===== config.mk =====
export PLATFORM = sky130hd
export DESIGN_NAME = ppfifo_stream_arbiter
export DESIGN_NICKNAME = d
export VERILOG_FILES = /design/src/rtl/ppfifo_stream_arbiter.sv
export SDC_FILE = /design/constraint.sdc
export NUM_CORES = 1
export LEC_CHECK = 0
export ABC_AREA = 0
export CORE_AREA = 2 2 119 121
export CTS_BUF_LIST = sky130_fd_sc_hd__clkbuf_16
export DETAILED_ROUTE_END_ITERATION = 16
export DIE_AREA = 0 0 121 123
export HOLD_SLACK_MARGIN = 0.05
export PLACE_DENSITY = 0.8
export SETUP_SLACK_MARGIN = 0.1
export SYNTH_ARGS = -nofsm -noshare
export SYNTH_HDL_FRONTEND = slang
export SYNTH_SLANG_ARGS = --single-unit

===== constraint.sdc =====
create_clock -name clk -period 4.7 [get_ports clk]
set_clock_uncertainty 0.05 [all_clocks]
set_input_delay 0.705 -clock clk [delete_from_list [all_inputs] [get_ports clk]]
set_output_delay 0.705 -clock clk [all_outputs]
set_load 0.005 [all_outputs]

===== src/rtl/ppfifo_stream_arbiter.sv =====
// rtl/ppfifo_stream_arbiter.sv - round-robin block arbiter from NUM_CH ping-pong FIFOs onto one ppfifo read port
// Define PPFIFO_ARB_FIXED_PRIORITY_EN for lowest-index-first selection instead of round-robin.
module ppfifo_stream_arbiter #(
  parameter int NUM_CH     = 4,
  parameter int DATA_WIDTH = 32,
  parameter int USER_COUNT = 1,
  parameter int CH_BITS    = $clog2(NUM_CH)
) (
  input  logic                                      clk,
  input  logic                                      rst,
  input  logic [NUM_CH-1:0]                         i_ch_rdy,
  output logic [NUM_CH-1:0]                         o_ch_act,
  input  logic [NUM_CH*24-1:0]                      i_ch_size,
  input  logic [NUM_CH*(DATA_WIDTH+USER_COUNT)-1:0] i_ch_data,
  output logic [NUM_CH-1:0]                         o_ch_stb,
  output logic                                      o_ppfifo_rdy,
  input  logic                                      i_ppfifo_act,
  output logic [23:0]                               o_ppfifo_size,
  output logic [DATA_WIDTH+USER_COUNT-1:0]          o_ppfifo_data,
  input  logic                                      i_ppfifo_stb,
  output logic [CH_BITS-1:0]                        o_grant_ch,
  output logic                                      o_busy,
  output logic                                      o_short_pulse,
  output logic                                      o_overrun
);

  localparam int WORD_W = DATA_WIDTH + USER_COUNT;

  typedef enum logic [2:0] {IDLE, ACQUIRE, OFFER, BUSY, RELEASE} state_t;

  state_t              r_state;
  logic [CH_BITS-1:0]  r_sel;
  logic [CH_BITS-1:0]  r_ptr;
  logic [23:0]         r_count;

  logic                w_any;
  logic [CH_BITS-1:0]  w_pick;
  logic [23:0]         w_size_sel;
  logic                w_fwd;
  logic                w_over;

  assign o_grant_ch    = r_sel;
  assign o_busy        = (r_state != IDLE);
  assign w_size_sel    = i_ch_size[int'(r_sel)*24 +: 24];
  assign o_ppfifo_data = i_ch_data[int'(r_sel)*WORD_W +: WORD_W];
  assign w_fwd         = (r_state == BUSY) && i_ppfifo_stb && (r_count < o_ppfifo_size);
  assign w_over        = (r_state == BUSY) && i_ppfifo_stb && (r_count >= o_ppfifo_size);

  always_comb begin
    o_ch_stb = '0;
    if (w_fwd) o_ch_stb[r_sel] = 1'b1;
  end

  // Descending scan so the last hit is the first channel in search order.
  always_comb begin
    w_any  = 1'b0;
    w_pick = '0;
`ifdef PPFIFO_ARB_FIXED_PRIORITY_EN
    for (int i = NUM_CH - 1; i >= 0; i--) begin
      if (i_ch_rdy[i]) begin
        w_any  = 1'b1;
        w_pick = CH_BITS'(i);
      end
    end
`else
    for (int i = NUM_CH; i >= 1; i--) begin
      if (i_ch_rdy[(int'(r_ptr) + i) % NUM_CH]) begin
        w_any  = 1'b1;
        w_pick = CH_BITS'((int'(r_ptr) + i) % NUM_CH);
      end
    end
`endif
  end

  always_ff @(posedge clk or posedge rst) begin
    if (rst) begin
      r_state       <= IDLE;
      r_sel         <= '0;
      r_ptr         <= CH_BITS'(NUM_CH - 1);
      r_count       <= '0;
      o_ch_act      <= '0;
      o_ppfifo_rdy  <= 1'b0;
      o_ppfifo_size <= '0;
      o_short_pulse <= 1'b0;
      o_overrun     <= 1'b0;
    end else begin
      o_short_pulse <= 1'b0;
      if (w_fwd)  r_count   <= r_count + 24'd1;
      if (w_over) o_overrun <= 1'b1;
      case (r_state)
        IDLE: begin
          if (w_any) begin
            r_sel    <= w_pick;
            r_ptr    <= w_pick;
            o_ch_act <= {{(NUM_CH-1){1'b0}}, 1'b1} << w_pick;
            r_state  <= ACQUIRE;
          end
        end
        ACQUIRE: begin
          o_ppfifo_size <= w_size_sel;
          r_count       <= '0;
          if (w_size_sel == 24'd0) begin
            r_state <= RELEASE;
          end else begin
            o_ppfifo_rdy <= 1'b1;
            r_state      <= OFFER;
          end
        end
        OFFER: begin
          if (i_ppfifo_act) begin
            o_ppfifo_rdy <= 1'b0;
            r_state      <= BUSY;
          end
        end
        BUSY: begin
          if (!i_ppfifo_act) begin
            o_short_pulse <= (r_count < o_ppfifo_size);
            r_state       <= RELEASE;
          end
        end
        RELEASE: begin
          o_ch_act <= '0;
          r_state  <= IDLE;
        end
        default: r_state <= IDLE;
      endcase
    end
  end

endmodule


==> results.md <==
- Core Area: 0.0136 mm²
- Max Clock Freq: 234 MHz
- Routed wire length: 20.6 mm
- MaxCap Viol Count: 0
- H-tree depth: 3
- Post-synthesis sequential area ratio: 32.6%
- Worst R2R Start: r_count[10]
- Final Wtd Congestion: 0.963
- Clock-pin slew on the worst setup and hold paths: 50 ps
- Routed len/inst: 22.1 µm
- Slowest stage cell, crit path: or2_1
- Post-synthesis async set-or-reset flop share: 100%
- Worst path max stage delay: 580 ps
- Dpl hpwl: 17.0 mm
- CTS Hold Bufs: 0
- Setup slack after layout: 418 ps
- Drt drc: 0
- Inserted Clock Buffers: 9
- Synth Warn #: 0
- Final #Nets: 1009
- CTS Sinks: 62
- PnR Total Power: 3.85 mW
- Multi-input logic area: 0.00299 mm²
- Max VDD drop: 214 µV
- Initial DRC count: 411
- Setup crit end: o_ch_stb[2]
- Synth area leaders: dfrtp_1 (32%), mux4_2 (27%), ha_1 (6.6%)
- Pwr Density: 465 mW/mm²
- Count of final hold-check violations: 0
- Main synth FF type: dfrtp_1
- Syn_nets: 716
- Std-Cell Rows: 43
- First-pass GRT wire length: 30.6 mm
- Min Clock Period, post-route: 4280 ps
- Worst path bufs/invs: 2
- Crit path kind: reg2out
- Mean Syn Cell Area: 10.5 µm²
- Yosys reg bits: 62
- Area of the mapped netlist: 0.00477 mm²
- Synth top area share: 31.5%
- Fillcell total: 1092
- FF/Latch Area: 0.00156 mm²
- Worst EP required: 3940 ps
- Leakage power figure: 3.29 nW
- # IOs: 307
- Initial Utilization: 35.0%
- Critical Path AT: 3530 ps
- Top Family by Delay on Critical Path: simple AND/OR/NAND/NOR gates
- Worst skew pair latency: 330 ps
- Cell count of the worst reg-to-reg path: 8
- TritonCTS clock tree: done
- Antenna Nets Post-Route: 0
- Status: finished clean
- Worst setup SP type: flop
- Fin crit share: 91.1%
- Layout cell share with drive strength beyond 1: 11.0%
- Unrepaired setup endpoints after global routing: no
- Largest net degree at the start of global routing: 49
- Area growth from synthesis to final layout: 73.5%
- Most frequent cells in the layout: clkdlybuf4s50_1 (306), nand2_1 (59), dfrtp_1 (58)
- IO Port Bufs: 306
- Crit. Startpoint: o_ppfifo_size[23]
- Via count: 5164
- Drt via density: 5.53
- Worst-margin pin slew: 1120 ps
- Distinct cells, synth: 45
- R2R Path End: r_count[20]
- Root buffer cell: clkbuf_16
- Post-CTS setup buffers: 0
- Die area: 0.0149 mm²
- Total global routing track utilization: 27.6%
- Place WS: 775 ps
- Initial antenna violation count: 1
- Setup TNS: 0 ps
- Grt total ovfl: 0
- Number of global-route vias before repair: 5367
- Critical Path Stages: 9
- CP endpoint kind: output pin
- CTS-repair resized insts: 0
- Final setup viols: 0
- Number of synthesized flops with an enable pin: 0
- Synthesized instance count: 455
- Yosys top cell by area: dfrtp_1
- Cell Chain, Critical Path: inv_1, ha_1, nand4_1, nor4_1, and3_1, o31a_1, or2_1, nor3b_1, clkdlybuf4s50_1
- Die height: 123 µm
- Width of the die: 121 µm
- Final Max Tran Viols: 0
- Most common cell after layout, fill and taps aside: clkdlybuf4s50_1
- Maximum fanout along the worst path: 15
- Max clock buf depth: 2
- Rel. slew slack: 25.6%
- 1st-pass router iterations: 5
- Hold Path Class: reg2reg
- R2R Setup Slk: 1530 ps
[state kept, by name, summed over array words and instances, names as in the netlist]
signal and flops:
o_ppfifo_size 24, o_grant_ch 2, r_count 24, r_state 3, o_ch_act 4, o_overrun 1, o_ppfifo_rdy 1, r_ptr 2
o_short_pulse 1
[stage by stage]
| stage | hold WS, ps | instances | area, µm² | util, % |
|---|---|---|---|---|
| final | 448 | 934 | 8270 | 60.7 |
| after global routing | 493 | 934 | 8270 | 60.7 |
| after CTS | 443 | 933 | 8260 | 60.7 |
| after detailed placement | 431 | 917 | 7990 | 58.7 |
| after global placement | 427 | 917 | 7990 | 58.7 |
| after floorplan | 413 | 455 | 4770 | - |
[cells by family (layout without fill, tap and decap cells)]
kind of cell / count (synthesis) / in the layout / share of synthesized area (%)
adder cells (fa/ha/maj): 25 / 25 / 6.56
other: 0 / 1 / 0
multiplexers: 64 / 64 / 28.4
buffers and inverters: 58 / 356 / 4.75
AND/OR/NAND/NOR: 158 / 158 / 16.1
flip-flops: 62 / 62 / 32.6
AO/OA/AOI/OAI: 77 / 77 / 9.58
XOR/XNOR: 11 / 11 / 2.02
[power breakdown]
part | internal [mW] | switching (mW)
Sequential | 0.706 | 0.295
Combinational | 1.32 | 0.909
Clock | 0.398 | 0.222
[area by class of cell]
cell class / count / share of cell area [%]
repair buffers: 311 / 37.5
multi-input cells: 335 / 36.2
flip-flops and latches: 62 / 18.9
clock buffers: 9 / 2.72
well taps: 180 / 2.72
inverters: 29 / 1.32
clock inverters: 7 / 0.636
diodes: 1 / 0.0303
[how the worst min path moves through the flow]
stage                     startpoint          to  slack, ps  depth (start not counted)
after floorplan           r_count[8]  r_count[8]        410                          1
after global placement     o_overrun   o_overrun        430                          1
after detailed placement   o_overrun   o_overrun        430                          1
after CTS                  o_overrun   o_overrun        440                          1
after global routing       o_overrun   o_overrun        490                          1
final                      o_overrun   o_overrun        450                          1
[per-layer routing]
layer / wire [µm] / GRT usage, % / vias to the layer above / share of wire (%)
met5: 0 / 0 / - / 0
met4: 448 / 8.14 / 0 / 2.2
met3: 1280 / 5.03 / 34 / 6.2
met2: 11400 / 52.5 / 247 / 55
met1: 7460 / 31.3 / 2583 / 36
li1: - / - / 2300 / -
[Yosys cell counts, types with 3 or more instances]
master / number
mux4_2: 57
nand2b_1: 5
clkbuf_1: 20
xnor2_1: 11
nor4_1: 11
buf_2: 7
nand2_1: 59
o21ai_0: 34
nor3_1: 9
nor2_1: 27
ha_1: 25
nand3_1: 14
dfrtp_1: 60
and3_1: 3
a21o_1: 4
inv_1: 29
o41ai_1: 3
nand4_1: 10
a21oi_1: 21
o31ai_1: 3
nor2b_1: 4
nand3b_1: 3
mux2i_1: 7
Note: power is estimated with default switching activity, not from simulation.
